==> config.mk <==
export PLATFORM = sky130hd
export DESIGN_NAME = branch_resolve
export DESIGN_NICKNAME = d
export VERILOG_FILES = /design/src/rtl/branch_resolve_pkg.sv /design/src/rtl/branch_resolve_target.sv /design/src/rtl/branch_resolve.sv
export SDC_FILE = /design/constraint.sdc
export NUM_CORES = 1
export LEC_CHECK = 0
export BUFFER_PORTS_ARGS = -buffer_cell sky130_fd_sc_hd__buf_2
export CAP_MARGIN = 5
export CORE_UTILIZATION = 30
export CTS_CLUSTER_DIAMETER = 50
export DETAILED_ROUTE_END_ITERATION = 16
export SLEW_MARGIN = 10
export SYNTH_ARGS = -nofsm -noshare
export SYNTH_HDL_FRONTEND = slang
export SYNTH_SLANG_ARGS = --single-unit
==> constraint.sdc <==
create_clock -name clk_i -period 2.1 [get_ports clk_i]
set_clock_uncertainty 0.15 [all_clocks]
set_input_delay 0.21 -clock clk_i [delete_from_list [all_inputs] [get_ports clk_i]]
set_output_delay 0.21 -clock clk_i [all_outputs]
set_load 0.05 [all_outputs]
==> src/rtl/branch_resolve_pkg.sv <==
// Shared encodings for the branch resolution unit: funct3 branch types, comparator
// flag selection and FSM states.
package branch_resolve_pkg;

  // funct3 encodings of the conditional branches
  localparam logic [2:0] BrBeq  = 3'b000;
  localparam logic [2:0] BrBne  = 3'b001;
  localparam logic [2:0] BrBlt  = 3'b100;
  localparam logic [2:0] BrBge  = 3'b101;
  localparam logic [2:0] BrBltu = 3'b110;
  localparam logic [2:0] BrBgeu = 3'b111;

  // funct3 bit that selects an unsigned compare
  localparam int unsigned BrunUnsignedBit = 1;

  typedef enum logic [0:0] {
    BrIdle,
    BrSquash
  } br_state_e;

  // Taken decision of a conditional branch from the comparator flags.
  function automatic logic cond_taken(input logic [2:0] br_type, input logic br_eq,
                                      input logic br_lt);
    logic taken;
    case (br_type)
      BrBeq:          taken = br_eq;
      BrBne:          taken = !br_eq;
      BrBlt, BrBltu:  taken = br_lt;
      BrBge, BrBgeu:  taken = !br_lt;
      default:        taken = 1'b0;
    endcase
    return taken;
  endfunction

endpackage

==> src/rtl/branch_resolve_target.sv <==
// Combinational target adder and 4-byte alignment check, shared by the conditional
// branch, JAL and JALR paths.
module branch_resolve_target #(
  parameter int unsigned XLEN = 32
) (
  input  logic [XLEN-1:0] pc_i,
  input  logic [XLEN-1:0] rs1_i,
  input  logic [XLEN-1:0] imm_i,
  input  logic            is_jalr_i,
  output logic [XLEN-1:0] target_o,
  output logic            misaligned_o
);

  // JALR adds to rs1 and clears bit 0; everything else is PC-relative
  always_comb begin
    target_o = (is_jalr_i ? rs1_i : pc_i) + imm_i;
    if (is_jalr_i) begin
      target_o[0] = 1'b0;
    end
    misaligned_o = |target_o[1:0];
  end

endmodule

==> src/rtl/branch_resolve.sv <==
// Execute-stage branch resolution: taken decision, registered PC redirect and the
// wrong-path squash sequence. Optional perf counters enabled by BRANCH_PERF_EN.
module branch_resolve
  import branch_resolve_pkg::*;
#(
  parameter int unsigned SQUASH_CYCLES = 2,
  parameter int unsigned XLEN          = 32
) (
  input  logic            clk_i,
  input  logic            rst_n_i,
  input  logic            Valid_i,
  input  logic            Stall_i,
  input  logic [2:0]      BrType_i,
  input  logic            IsJal_i,
  input  logic            IsJalr_i,
  input  logic [XLEN-1:0] Pc_i,
  input  logic [XLEN-1:0] Imm_i,
  input  logic [XLEN-1:0] Rs1_i,
  input  logic            BrEq_i,
  input  logic            BrLt_i,
  output logic            BrUn_o,
  output logic            Redirect_o,
  output logic [XLEN-1:0] RedirectPc_o,
  output logic            Flush_o,
  output logic            MisalignExc_o,
  output logic [XLEN-1:0] BadPc_o
`ifdef BRANCH_PERF_EN
  ,
  output logic [31:0]     BrCount_o,
  output logic [31:0]     BrTakenCount_o
`endif
);

  localparam logic [1:0] CntLoad = 2'(SQUASH_CYCLES - 1);

  br_state_e       state_q, state_d;
  logic [1:0]      cnt_q, cnt_d;
  logic            redirect_q, redirect_d;
  logic [XLEN-1:0] redirect_pc_q, redirect_pc_d;
  logic            misalign_q, misalign_d;
  logic [XLEN-1:0] bad_pc_q, bad_pc_d;

  logic            is_jump;
  logic            br_taken;
  logic            taken;
  logic            eval;
  logic            redirect_hit;
  logic [XLEN-1:0] target;
  logic            misaligned;

  branch_resolve_target #(
    .XLEN(XLEN)
  ) u_target (
    .pc_i        (Pc_i),
    .rs1_i       (Rs1_i),
    .imm_i       (Imm_i),
    .is_jalr_i   (IsJalr_i),
    .target_o    (target),
    .misaligned_o(misaligned)
  );

  // Comparator mode follows funct3 directly so it resolves in the same cycle
  assign BrUn_o = BrType_i[BrunUnsignedBit];

  // Taken decision; a wrong-path Valid_i during squash never evaluates
  always_comb begin
    is_jump      = IsJal_i | IsJalr_i;
    br_taken     = cond_taken(BrType_i, BrEq_i, BrLt_i);
    taken        = is_jump | br_taken;
    eval         = Valid_i && !Stall_i && (state_q == BrIdle);
    redirect_hit = eval && taken && !misaligned;
  end

  // Next-state for the squash FSM and the registered redirect/exception outputs
  always_comb begin
    state_d       = state_q;
    cnt_d         = cnt_q;
    redirect_d    = redirect_hit;
    redirect_pc_d = redirect_hit ? target : redirect_pc_q;
    misalign_d    = eval && taken && misaligned;
    bad_pc_d      = (eval && taken && misaligned) ? target : bad_pc_q;
    unique case (state_q)
      BrIdle: begin
        if (redirect_hit) begin
          state_d = BrSquash;
          cnt_d   = CntLoad;
        end
      end
      BrSquash: begin
        if (cnt_q == 2'd0) begin
          state_d = BrIdle;
        end else begin
          cnt_d = cnt_q - 2'd1;
        end
      end
      default: state_d = BrIdle;
    endcase
  end

  // State and output registers
  always_ff @(posedge clk_i or negedge rst_n_i) begin
    if (!rst_n_i) begin
      state_q       <= BrIdle;
      cnt_q         <= 2'd0;
      redirect_q    <= 1'b0;
      redirect_pc_q <= '0;
      misalign_q    <= 1'b0;
      bad_pc_q      <= '0;
    end else begin
      state_q       <= state_d;
      cnt_q         <= cnt_d;
      redirect_q    <= redirect_d;
      redirect_pc_q <= redirect_pc_d;
      misalign_q    <= misalign_d;
      bad_pc_q      <= bad_pc_d;
    end
  end

  assign Redirect_o    = redirect_q;
  assign RedirectPc_o  = redirect_pc_q;
  assign MisalignExc_o = misalign_q;
  assign BadPc_o       = bad_pc_q;
  assign Flush_o       = (state_q == BrSquash);

`ifdef BRANCH_PERF_EN
  logic [31:0] br_count_q, br_count_d;
  logic [31:0] br_taken_count_q, br_taken_count_d;

  // Conditional-branch event counts; jumps are excluded, counters wrap
  always_comb begin
    br_count_d       = br_count_q;
    br_taken_count_d = br_taken_count_q;
    if (eval && !is_jump) begin
      br_count_d = br_count_q + 32'd1;
      if (br_taken) begin
        br_taken_count_d = br_taken_count_q + 32'd1;
      end
    end
  end

  // Perf counter registers
  always_ff @(posedge clk_i or negedge rst_n_i) begin
    if (!rst_n_i) begin
      br_count_q       <= '0;
      br_taken_count_q <= '0;
    end else begin
      br_count_q       <= br_count_d;
      br_taken_count_q <= br_taken_count_d;
    end
  end

  assign BrCount_o      = br_count_q;
  assign BrTakenCount_o = br_taken_count_q;
`endif

endmodule
* Yosys cells after proc, flatten, opt, wreduce, memory -nomap -nowiden
Cells that the tools add are included.
** Word-level totals
- Register bits :: 69
- Input bits :: 107
- Output and inout port bits :: 68
- Logic and storage cells :: 42
** Operators by class
- Add/sub/neg operators :: 2
- Equality and inequality tests :: 7
- Mux-type cells :: 9
- Bitwise logic cells :: 3
- Reduce and logical (&&, ||, !) cells :: 15
** Operators by type and width (number)
- 32-bit adder :: 1
- 32-bit two-way mux :: 1
- 3-bit equality test (second input constant) :: 4
- 2-bit OR reduction :: 3
- 1-bit logical AND :: 5
- 1-bit logical NOT :: 4
- 2-bit two-way mux :: 2
- 2-bit != test (second input constant) :: 2
- 1-bit one-hot mux with 4 select lines :: 1
- 2-bit one-hot mux with 2 select lines :: 1
- 3-bit by 1-bit equality test with 1-bit output (second input constant) :: 1
- 3-bit logical NOT :: 1
- 1-bit two-way mux :: 3
- 2-bit logical NOT :: 1
- 1-bit bitwise OR :: 2
- 1-bit one-hot mux with 2 select lines :: 1
- 2-bit AND reduction :: 1
- 2-bit by 1-bit subtractor with 2-bit output (second input constant) :: 1
- 1-bit NOT :: 1

* Logic depth before layout (Yosys ltp)
Gate-level depths: netlist (run 1).
- Word-level depth :: 8
- Gate-level depth with buffers :: 12
- Mapped depth without buffers :: 9

* Modules after synthesis
Synthesis (run 1) repeated with hierarchy kept, for this count alone.
** Second synthesis, totals
- Cells, all modules :: 432
- Area total of the unflattened synthesis :: 4870.9 um^2
** By module, submodules not included
- branch_resolve :: times used 1, cells an instance 160, area each 2740.1 um^2, seq. area each 1726.7 um^2
- branch_resolve_target :: times used 1, cells an instance 272, area each 2130.8 um^2, seq. area each 0.0 um^2

* Least setup slack after synthesis (run 1)
OpenSTA, ideal clock, no wires.
- Path type :: input port to flip-flop
- Start :: input port IsJalr_i
- End :: register bad_pc_q[20], in the netlist BadPc_o[20]
- Library setup time :: 0.125 ns
- Data arrival time :: 3.105 ns
- Required time :: 1.825 ns
- Path slack :: -1.280 ns
- Stages on the path :: 12
- Path buffers :: 3
- Path through :: clkbuf_1 clkbuf_1 mux2_2 ha_1 fa_1 a21o_1 a311oi_2 nand4bb_1 and3_1 buf_2 xnor2_1 mux2_2
** On the way
- Word-level cells in the longest chain between the ends :: 5
- Elaborated cells on any way between the ends :: 8
- Those cells by class :: add/sub: 1; mux: 2; bitwise: 2; reduce/logical: 3
** Ends and longest elaborated chain
- start: declaration :: line branch_resolve.sv:15 : input logic IsJalr_i,
- 32-bit two-way mux :: line branch_resolve_target.sv:16 : target_o = (is_jalr_i ? rs1_i : pc_i) + imm_i;
- 32-bit adder :: line branch_resolve_target.sv:16
- 1-bit two-way mux :: line branch_resolve_target.sv:17 : if (is_jalr_i) begin
- 2-bit OR reduction :: line branch_resolve_target.sv:20 : misaligned_o = |target_o[1:0];
- 1-bit logical AND :: line branch_resolve.sv:81 : bad_pc_d = (eval && taken && misaligned) ? target : bad_pc_q;
- end signal: assignment :: line branch_resolve.sv:115 : bad_pc_q <= bad_pc_d;
- end: declaration :: line branch_resolve.sv:41 : logic [XLEN-1:0] bad_pc_q, bad_pc_d;
Parallel ways exist; a longest one is shown, timed or not.
A chain may end at the register's enable or synchronous reset.

* Worst setup path after layout (run 1)
- Start :: input port IsJalr_i
- End :: register redirect_pc_q[26], in the netlist RedirectPc_o[26]
** On the way
- Word-level cells in the longest chain between the ends :: 6
- Elaborated cells on any way between the ends :: 9
- Those cells by class :: add/sub: 1; mux: 2; bitwise: 2; reduce/logical: 4
** Ends and longest elaborated chain
- 32-bit two-way mux :: line branch_resolve_target.sv:16
- 32-bit adder :: line branch_resolve_target.sv:16
- 1-bit two-way mux :: line branch_resolve_target.sv:17
- 2-bit OR reduction :: line branch_resolve_target.sv:20
- 1-bit logical NOT :: line branch_resolve.sv:71 : redirect_hit = eval && taken && !misaligned;
- 1-bit logical AND :: line branch_resolve.sv:71
- end signal: assignment :: line branch_resolve.sv:113 : redirect_pc_q <= redirect_pc_d;
- end: declaration :: line branch_resolve.sv:39 : logic [XLEN-1:0] redirect_pc_q, redirect_pc_d;
Parallel ways exist; a longest one is shown, timed or not.

==> results list, run 1 <==
- Layout net count: between 1000 and 1500
* Die X-Extent: 135 µm
* Class of the most critical hold timing path: input pin to flop
- For this run, the leading register cell type out of synthesis is dfrtp_1.
- Final antenna diode count: 0
- CTS Buf Count: 9
* Outcome: finished, violations left
* Setup-violating endpoint count in the final report: 50
* Most numerous cell in the Yosys netlist: nand2_1
- Port Buffer Count: between 150 and 200
* Number of global-route vias before repair: around 5700
* Count of boundary I/O pins: about 180
- The worst setup path is captured at a flop.
* Element type at the critical path start: input pin
* Area share of the largest cell type after synthesis: about 33%
- Measured against its own limit, the worst slew margin works out to between 70% and 80%.
- Worst-path maximum fanout: 8
- Initial DRT Pass Iterations: 4
- For this design, the sink count on the clock tree is 69.
- Cell types occupying the most area after synthesis: dfrtp_1 (33%), mux2_2 (11%), ha_1 (7.6%), nand2_1 (6.6%), a21oi_1 (2.8%)
- Netlist cell types: 66
- Share of the synthesized area in compound gates (AO/OA/AOI/OAI): a little over a fifth
- CTS tree: done
- Count of synthesis-stage warnings from yosys: 0
- Final Worst Setup Slack: -0.407 ns
- Final Instance Count excl. Fillers: approximately 1100
* Synthesized area divided by synthesized cell count: 8.99 µm²
- Design Power: 9560 µW
* Global-route wire length before repair: roughly 29000 µm
* Synth async-reset ratio: 100%
- Final weighted congestion in routability-driven placement: 0.875
* Startpoint of the most critical hold path: Valid_i
- Drc violations: 0
- Startpoint of the worst setup timing path: IsJalr_i
- Total via count after detailed routing: 5778
* Post-route clock period utilization: 119%
* Synthesized-area fraction occupied by adder cells: roughly 7.9%
- The worst register-to-register path begins at Flush_o$_DFF_PN0_.
* Final count of pins violating max slew: 0
- Row count: between 40 and 50
- Dividing the detail-routed wire length by the instance count gives 16.7 µm.
- The synthesized design contains 0 enable-type register cells.
- Largest net degree at the start of global routing: 70
- Total of flip-flops plus latches after synthesis: 69
* Placed cell areas: about 0.008 mm²
* Die area: 0.0182 mm²
* CP required: approximately 2.2 ns
* Layout filler cell count: between 1500 and 2000
- Of the post-synthesis cell area, the part taken by muxes is 11.2%.
- Clock-pin slew on the worst setup and hold paths: around 0.060 ns
- In this run the clock root is driven by a clkbuf_16.
- Global routing used between 20 and 25% of the available tracks.
- Setup repair after global routing missed its margin: yes
- The synthesized design spends more area on one cell type than any other, namely dfrtp_1.
- Main combinational cell family by area after synthesis: compound AO/OA/AOI/OAI gates
* Fin area: 0.00918 mm²
* Number of standard cells after synthesis: around 590
- Summing the areas of all xor and xnor instances in the mapped netlist gives 2.81% of the synthesized area.
- The tool flagged a number of max-cap violations equal to 0.
- The floorplan step set the die height to 135 µm.
- Starting Density: 30.7%
* P per Cell Area: 1040 mW/mm²
* Crit path time final: around 2.5 ns
- Across the whole layout, storage elements account for roughly 0.0017 mm².
- Across the VDD grid, the largest voltage drop is around 0.76 mV.
- The clock passes through at most 2 buffers.
- Layout-stage area growth over the synthesis result: 73.4%
* GR Overflow Total: 0
* Insertion delay of the later-clocked pin in the worst-skew pair: 0.34 ns
- The final reports fail on negative setup slack.
* Antenna-violating nets left: 0
- Initial antenna violation count: 0
- In the final layout, the share of cells above drive strength 1 is 61.0%.
- Overall routed net length: 19100 µm
- DR vias/cell: between 5 and 6
* Share of synthesized cell area in and, or, nand and nor gates: roughly a fifth
- Floorplan core area: between 0.015 and 0.02 mm²
- At the worst endpoint, the arrival time is about 2.6 ns.
- Including well taps, the total number of placed cells is between 1000 and 1500.
* Most frequent cells after synthesis: nand2_1 (93), dfrtp_1 (69), mux2_2 (52)
* Syn Nets: between 700 and 800
- Number of DRC violations after detailed-routing iteration 0: approximately 250
- In the final layout, the multi-input gates occupy ~0.0044 mm².
- Post-synthesis instance area: around 0.0053 mm²
- At the pin with the least slew margin, the transition time is ~0.42 ns.
- Sequential-to-total area share from yosys stat: about a third
- The total count of hold-check failures in the final report is 0.
* Detailed Place HPWL: 14400 µm
- Achievable frequency: 399 MHz
- Setup Crit Path Kind: input pin to flop
* H-Tree Depth: 3
* Static leakage: 0.00421 µW
-- power by group --
| part | internal (µW) | switching (µW) |
|---|---|---|
| registers | 1940 | 327 |
| logic | 2040 | 3840 |
| clock network | 797 | 610 |
-- area by class of cell --
class                           instances  share of cell area [%]
Multi-Input combinational cell        474                    48.4
Timing Repair Buffer                  350                    26.4
Sequential cell                        69                    18.8
Tap cell                              225                    3.07
Clock buffer                           10                    2.49
Clock inverter                          6                   0.436
Inverter                                9                   0.395
-- critical path: stages --
cell	delay, ns
buf_12	0.13
buf_12	0.14
mux2_4	0.31
ha_4	0.25
buf_4	0.14
a21oi_4	0.16
o211ai_1	0.10
buf_4	0.17
a32oi_4	0.34
a21oi_4	0.14
o211a_1	0.28
o31ai_2	0.23
-- per-layer routing --
layer  wire length [µm]  global-route usage (%)
met1               8580                    26.9
met2               9340                    35.5
met3                881                    3.27
met4                332                    6.12
met5                  0                       0
-- cell families after synthesis --
logic type,count (synthesis)
xor gates and xnor gates,17
muxes,53
and+or+nand+nor,215
AOI/OAI and AO/OA,156
buffers and inverters,46
adders and majority gates,33
DFF,69
-- layout by cell type (no fill, tap or decap), types with 8 or more instances in the layout --
cell and n:
nand3_1 16, dfrtp_1 69, buf_12 11, o21ai_1 8
mux2_2 27, nand4_1 14, buf_2 173, nand2_2 8
o21a_1 11, a21oi_2 8, clkbuf_16 10, o31ai_1 8
buf_4 149, xnor2_1 8, a21oi_1 14, mux2_4 25
a21oi_4 11, o211ai_1 15, ha_4 26, buf_6 14
nand2_1 84, a21o_1 12, nor2_1 31
-- path summary, 6_finish.rpt --
path / slack [ns] / to / cells past startpoint
worst min-delay path: 0.07 / BadPc_o[0]$_DFFE_PN0P_ / 5
worst max-delay path: -0.41 / RedirectPc_o[26]$_DFFE_PN0P_ / 12
worst min register to register: 0.31 / RedirectPc_o[3]$_DFFE_PN0P_ / 2
min in group asynchronous: 0.27 / BadPc_o[0]$_DFFE_PN0P_ / 3
worst max register to register: 0.20 / RedirectPc_o[31]$_DFFE_PN0P_ / 8
max in group asynchronous: 1.17 / BadPc_o[9]$_DFFE_PN0P_ / 3
-- flip-flops by register name, summed over array words and instances, names as in the netlist --
name / cells
MisalignExc_o: 1
Flush_o: 1
RedirectPc_o: 32
Redirect_o: 1
cnt_q: 2
BadPc_o: 32
-- what timing repair did --
item,CTS,global route
pin swaps,35,31
resized for setup,73,66
gates cloned,1,1
setup buffers,3,18
endpoints found under the setup margin,57,56
hold buffers,1,0
hold endpoints to repair,69,0
-- metrics by stage --
stage                     worst slack, ns  hold slack (ns)  TNS (ns)  utilization [%]
after floorplan                    -0.740           -0.236    -29.83                -
after global placement             -0.840            0.120    -40.59             46.0
after detailed placement           -0.876            0.122    -42.03             46.0
after CTS                          -0.354           0.0636    -11.97             50.2
after global routing               -0.484            0.111    -17.36             53.3
final                              -0.407           0.0720    -13.41             53.3
Power figures use the tool's default switching activity.
==> inputs of run 2 (changes only) <==
--- a/config.mk
+++ b/config.mk
@@ -10,6 +10,7 @@
 export CORE_UTILIZATION = 30
 export CTS_CLUSTER_DIAMETER = 50
 export DETAILED_ROUTE_END_ITERATION = 16
+export PLACE_DENSITY = 0.61
 export SLEW_MARGIN = 10
 export SYNTH_ARGS = -nofsm -noshare
 export SYNTH_HDL_FRONTEND = slang
==> run 2 against run 1 <==
Sequential share of layout area is 0.12 points lower; largest power group unchanged; critical path depth stayed put; die area stayed put; setup slack worse by 0.054 ns; via count is 0.62% higher; the run still ends with negative setup slack left.
==> results list, run 2 (synthesis gave the netlist of run 1 again) <==
- The run finished, with violations left.
- Violated checks: negative setup slack
- The quantity of I/O buffers inserted on ports came to 174 (unchanged).
- Starting Density: 30.7% (unchanged)
- Number of global-route vias before repair: 5843 (+3.1%)
- Detailed Place HPWL: 14600 µm (+1.7%)
- Pin slew with the least headroom to its limit: 0.475 ns (+0.0563 ns)
* Maxcap violations: 0 (unchanged)
- The first-pass GRT wire length was 30100 µm (+3.1%).
* End point of the critical path: BadPc_o[14]$_DFFE_PN0P_
- Overall routed net length: 19500 µm (+2.1%)
* Initial antenna violation count: 0 (unchanged)
- The core outline area was 0.0172 mm² (unchanged).
* Post-route clock period utilization: 122% (+2.6 points)
* Layout net count: 1055 (+0.19%)
* Cells on worst reg2reg path: 8 (unchanged)
- The area growth from synthesis to layout is 74.6%.
- CTS Buf Count: 9 (unchanged)
- The required time at the worst-slack endpoint was 2.17 ns (-0.03 ns).
- Class of the most critical hold timing path: input pin to flop
- The largest fanout on the critical path was 5 (-3).
* Initial DRT Pass Iterations: 5 (+1)
- Layout cells sized above 1: 60.4% (-0.61 points)
- The post-detailed-route count of antenna-violating nets was 0 (unchanged).
- Worst setup slack for register-to-register paths: 0.23 ns (+0.03 ns)
- Setup Crit Path Kind: input pin to flop
- The initial DRC count came to 354 (+41%).
* Final weighted congestion in routability-driven placement: 0.892 (+2.0%)
- The most critical setup path has its startpoint at IsJalr_i.
* Final count of pins violating max slew: 0 (unchanged)
* Reg2reg end: RedirectPc_o[31]$_DFFE_PN0P_
- Crit path time final: 2.56 ns (+0.0539 ns)
- STA classifies the critical path startpoint as an input pin.
- Category of the worst setup path capture point: flop
- The leakage power summed over all cells came to 0.00428 µW (+1.5%).
* Total routing resource utilization after global routing: 21.5% (+0.74 points)
- The clock edge transition at the registers on the reported setup and hold paths is 0.05 ns (about the same).
- The maximum clock path buffer count came to 2 (unchanged).
* H-Tree Depth: 3 (unchanged)
* Post-layout util: 53.6% (+0.36 points)
- The worst supply voltage drop on vdd came to 0.752 mV (-0.69%).
- The total global routing overflow is 0 (unchanged).
* Floorplan die height: 135 µm (unchanged)
* Achievable frequency: 390 MHz (-2.1%)
- The wire length per cell after detailed routing came to 17.1 µm (+2.1%).
- Leaving out fill and tap cells, the most frequent cells in the layout are buf_2 (172), buf_4 (150), nand2_1 (84).
- Reg-to-reg critical path startpoint: Flush_o$_DFF_PN0_
- Count of cells along the worst hold path: 5 (unchanged)
* P per Cell Area: 1060 mW/mm² (+1.5%)
- The clock latency of the later-clocked register in the worst-skew pair is 0.35 ns (about the same).
- Total via count after detailed routing: 5814 (+0.62%)
- Data arrival time at the worst-slack endpoint: 2.63 ns (+0.02 ns)
- The largest net degree at the start of global routing was 32 (-54%).
* Setup repair after global routing missed its margin: yes
- DR vias/cell: 5.08 (+0.54%)
- The worst slew slack as a fraction of its limit came to 68.3% (-3.8 points).
- Die X-Extent: 135 µm (unchanged)
* Die area: 0.0182 mm² (unchanged)
- The final number of setup-violating endpoints was 52 (+4.0%).
- The standard-cell row count came to 48 (unchanged).
- Pre-CTS setup slack: -0.861 ns (+0.0155 ns)
- The total count of hold-check failures in the final report was 0 (unchanged).
- Final Worst Setup Slack: -0.461 ns (-0.0539 ns)
- CTS tree: done
* Count of boundary I/O pins: 175 (unchanged)
* Most common library cell in the layout ignoring fill and taps: buf_2
* Clk sinks: 69 (unchanged)
- Drc violations: 0 (unchanged)
* Clock tree root driver cell: clkbuf_16
- The number of antenna repair diodes came to 0 (unchanged).
## run 2: cell types whose count changed in the layout (fill, tap and decap cells not counted), moves of 3 or more
cell / before / now
buf_12: 11 / 8
nand2_2: 8 / 4
o21ai_2: 6 / 2
nand2_4: 2 / 5
o21ai_1: 8 / 11
buf_6: 14 / 19
## run 2: timing repair
| action | in CTS | in global routing |
|---|---|---|
| hold buffers | 1 | 0 |
| setup buffers | 10 | 11 |
| cloned | 2 | 0 |
| setup endpoints to repair | 56 | 53 |
| pin swaps | 52 | 26 |
| resized for setup | 113 | 35 |
| endpoints found under the hold margin | 29 | 0 |
## run 2: area by class of cell
cell class,count,area [µm²]
fillers,1561,7990
repair buffers,352,2430
inverters,9,36.3
multi-input cells,474,4480
clock buffers,11,243
clock inverters,4,48.8
well taps,225,282
flip-flops and latches,69,1730
## run 2: layer usage
layer	track usage [%]	share of wire, %
met1	28.0	44
met2	36.1	49
met5	0	0
met4	7.30	2.2
met3	3.49	4.9
## run 2: worst max-delay path, cell delays in order
cell      delay (ns)
buf_12          0.13
buf_12          0.14
mux2_4          0.32
fa_2            0.37
a21o_1          0.21
a311oi_4        0.29
buf_4           0.19
o21a_4          0.19
buf_6           0.11
nand2_4         0.05
xor2_4          0.15
mux2_4          0.26
## run 2: worst min path at each step
stage / start / end
floorplan: rst_n_i / BadPc_o[0]$_DFFE_PN0P_
global placement: rst_n_i / BadPc_o[14]$_DFFE_PN0P_
detailed placement: rst_n_i / RedirectPc_o[20]$_DFFE_PN0P_
CTS: Valid_i / BadPc_o[0]$_DFFE_PN0P_
global route: Valid_i / BadPc_o[0]$_DFFE_PN0P_
finish: Valid_i / BadPc_o[0]$_DFFE_PN0P_
## run 2: stage by stage
stage	total power, µW	TNS (ns)	hold slack (ns)	instances	cell area (µm²)
after global placement	7660	-41.95	0.0417	1108	7920
final	9770	-16.99	0.0794	1144	9250
after detailed placement	7690	-43.43	0.0484	1108	7920
after floorplan	6110	-29.83	-0.236	589	5960
after global routing	10300	-21.38	0.116	1144	9250
after CTS	9620	-13.49	0.0769	1134	8970
## run 2: power breakdown
group | total (µW) | internal [µW] | switching, µW
logic | 5930 | 2060 | 3870
registers | 2280 | 1940 | 339
clock network | 1560 | 944 | 615
total | 9770 | 4950 | 4820
==> inputs of run 3 (changes only) <==
--- a/config.mk
+++ b/config.mk
@@ -7,10 +7,12 @@
 export LEC_CHECK = 0
 export BUFFER_PORTS_ARGS = -buffer_cell sky130_fd_sc_hd__buf_2
 export CAP_MARGIN = 5
+export CORE_MARGIN = 2
 export CORE_UTILIZATION = 30
 export CTS_CLUSTER_DIAMETER = 50
 export DETAILED_ROUTE_END_ITERATION = 16
 export PLACE_DENSITY = 0.61
+export RECOVER_POWER = 50
 export SLEW_MARGIN = 10
 export SYNTH_ARGS = -nofsm -noshare
 export SYNTH_HDL_FRONTEND = slang
==> run 3 against run 2 <==
The run still ends with negative setup slack left; core utilization is 0.28 points lower; combinational power about the same; worst hold slack worse by 0.0074 ns; first-iteration DRC count fell by 20%; sequential share of layout area hardly changed; critical path type unchanged.
==> results list, run 3 (synthesis gave the netlist of run 1 again) <==
* Initial DRT Pass Iterations: 5 (unchanged)
- The largest net degree at the start of global routing was 42 (+31%).
- The count of final max-slew check failures is 0 (unchanged).
* Clock tree root driver cell: clkbuf_16
- The signal arrival time at the worst endpoint was 2.65 ns (+0.02 ns).
* Element type at the critical path start: input pin
- Pin slew with the least headroom to its limit: 0.823 ns (+0.348 ns)
- Setup repair after global routing could not meet its margin everywhere.
- Count of boundary I/O pins: 175 (unchanged)
- Global-route wire length before repair: 28900 µm (-4.2%)
- Category of the worst setup path capture point: flop
* Portion of total power attributed to the clock network: 15.0% (-1.0 points)
- End point of the critical path: BadPc_o[14]$_DFFE_PN0P_
- From synthesis to final layout, the design area changed by 74.3%.
- Wirelength per Cell: 17.0 µm (-0.56%)
* Commonest cells after routing, fill and taps aside: buf_2 (166), buf_4 (141), nand2_1 (84)
* Layout net count: 1053 (-0.19%)
* Total routing resource utilization after global routing: 20.0% (-1.5 points)
- The maximum cell stage delay along the critical path came to 0.37 ns (about the same).
- The number of antenna repair diodes was 0 (unchanged).
- The final cell count without fillers is 1143 (-0.087%).
* Die X-Extent: 137 µm (+1.5%)
* Violated checks: negative setup slack
* Final Worst Setup Slack: -0.471 ns (-0.00987 ns)
- On the critical path, the stage with the largest delay is an instance of a311oi_4.
- The quantity of I/O buffers inserted on ports is 174 (unchanged).
- Critical Path, Cell by Cell: buf_12, buf_16, buf_6, mux2_4, ha_4, a21o_1, a311oi_4, buf_4, o21a_4, buf_6, nand2_2, xor2_1, mux2_2
* Most common library cell in the layout ignoring fill and taps: buf_2
- Switching power of the nets: 4850 µW (+0.57%)
- Combinational power share: 61.3% (+0.6 points)
- In this run the critical register-to-register path is captured at RedirectPc_o[31]$_DFFE_PN0P_.
- The power per unit of standard cell area came to 1050 mW/mm² (-0.98%).
* Cell with the most instances on the worst path: buf_6
* Layout cells sized above 1: 60.2% (-0.15 points)
* Overall routed net length: 19400 µm (-0.65%)
* Setup-violating endpoint count in the final report: 52 (unchanged)
- The maximum level of the CTS H-tree is 3 (unchanged).
* Relative slew slack: 45.1% (-23 points)
* Post-route clock period utilization: 122% (+0.47 points)
* Static leakage: 0.00425 µW (-0.52%)
* Starting Density: 30.6% (-0.11 points)
* Detailed Place HPWL: 14500 µm (-0.66%)
- The cell count after placement was 1104 (-0.36%).
- The standard-cell row count is 48 (unchanged).
* Number of DRC violations after detailed-routing iteration 0: 283 (-20%)
* CTS Buf Count: 9 (unchanged)
- The largest fanout on the critical path came to 6 (+1).
* Antenna-violating nets left: 0 (unchanged)
- Setup Crit Path Kind: input pin to flop
- Achievable frequency: 389 MHz (-0.38%)
- Reg-to-reg critical path startpoint: Flush_o$_DFF_PN0_
- Worst setup slack for register-to-register paths: 0.24 ns (about the same)
- Startpoint of the worst setup timing path: IsJalr_i
- Number of global-route vias before repair: 5715 (-2.2%)
- CP required: 2.18 ns (about the same)
- The worst supply voltage drop on vdd came to 0.966 mV (+29%).
- DR vias/cell: 5.07 (-0.29%)
- Class of the most critical hold timing path: input pin to flop
- The cell count of the worst reg-to-reg path came to 8 (unchanged).
- The final routed DRC violation total is 0 (unchanged).
- Outcome: finished, violations left
* Total via count after detailed routing: 5792 (-0.38%)
* Clk sinks: 69 (unchanged)
- Clock-pin slew on the worst setup and hold paths: 0.06 ns (about the same)
- The total count of hold-check failures in the final report came to 0 (unchanged).
- The switching power as a share of total power came to 50.2% (+0.86 points).
- The clock latency of the later-clocked register in the worst-skew pair came to 0.35 ns (about the same).
* Final weighted congestion in routability-driven placement: 0.858 (-3.8%)
- Maxcap violations: 0 (unchanged)
* GR Overflow Total: 0 (unchanged)
- The time the worst path needs with I/O delays and setup was 2.57 ns (+0.00987 ns).
- CTS tree: done
* Relative contribution of sequential cells to total power: 23.7% (+0.3 points)
- The utilization of the core after routing is 53.4% (-0.28 points).
* Number of buffers on the longest clock path: 2 (unchanged)
- The core outline area came to 0.0173 mm² (+0.35%).
- The post-route worst hold slack was 0.0719 ns (-0.00745 ns).
- The area of the die was 0.0187 mm² (+3.0%).
- Cell internal pwr: 4810 µW (-2.8%)
- The number of antenna violations at the first check in global routing came to 0 (unchanged).
* Floorplan die height: 137 µm (+1.5%)
[run 3: per-stage QoR]
stage / setup TNS [ns] / area [µm²] / total power [µW] / setup WS, ns
5_1_grt: -20.00 / 9230 / 10200 / -0.511
2_1_floorplan: -29.83 / 5960 / 6110 / -0.740
6_report: -16.54 / 9230 / 9660 / -0.471
3_5_place_dp: -44.53 / 7900 / 7690 / -0.944
3_3_place_gp: -43.17 / 7900 / 7640 / -0.903
4_1_cts: -17.87 / 8700 / 9470 / -0.477
[run 3: repair_timing]
item	CTS	global route
resized for setup	76	84
cloned	1	0
hold endpoints to repair	28	0
endpoints found under the setup margin	58	55
pin swaps	37	61
hold buffers	1	0
buffers inserted	10	13
[run 3: per-layer routing]
metal | part of all wire, % | wire (µm) | vias up | track usage, %
met5 | 0 | 0 | - | 0
met4 | 2.1 | 408 | 0 | 6.76
li1 | - | - | 2842 | -
met1 | 44 | 8630 | 2722 | 26.1
met3 | 5.0 | 978 | 31 | 3.19
met2 | 48 | 9400 | 197 | 33.8
[run 3: how the worst min path moves through the flow]
| stage | startpoint | to | slack, ns | depth (start not counted) |
|---|---|---|---|---|
| after CTS | Valid_i | BadPc_o[0]$_DFFE_PN0P_ | 0.06 | 5 |
| after global placement | rst_n_i | RedirectPc_o[28]$_DFFE_PN0P_ | 0.03 | 1 |
| after detailed placement | rst_n_i | BadPc_o[28]$_DFFE_PN0P_ | 0.03 | 1 |
| final | Valid_i | BadPc_o[0]$_DFFE_PN0P_ | 0.07 | 5 |
| after floorplan | rst_n_i | BadPc_o[0]$_DFFE_PN0P_ | -0.24 | 0 |
| after global routing | Valid_i | BadPc_o[0]$_DFFE_PN0P_ | 0.11 | 5 |
[run 3: cell type report]
| type | count | area [µm²] |
|---|---|---|
| Clock inverter | 6 | 47.5 |
| Timing Repair Buffer | 350 | 2420 |
| Sequential cell | 69 | 1730 |
| Multi-Input combinational cell | 474 | 4490 |
| Fill cell | 1499 | 8070 |
| Tap cell | 225 | 282 |
| Inverter | 9 | 36.3 |
| Clock buffer | 10 | 229 |
[run 3: power groups by stage]
stage	sequential, µW	combinational [µW]	clock, µW
6_report	2290	5920	1450
5_1_grt	2370	6260	1540
4_1_cts	2290	5690	1490
3_5_place_dp	2300	5390	0
3_3_place_gp	2290	5350	0
2_1_floorplan	4370	1740	0
[run 3: worst max-delay path, delay by kind of cell]
kind	cells	cell delay (ns)
AND/OR/NAND/NOR	1	0.04
XOR/XNOR	1	0.16
adder cells (fa/ha/maj)	1	0.22
multiplexers	2	0.58
buffers and inverters	5	0.67
AO/OA/AOI/OAI	3	0.75
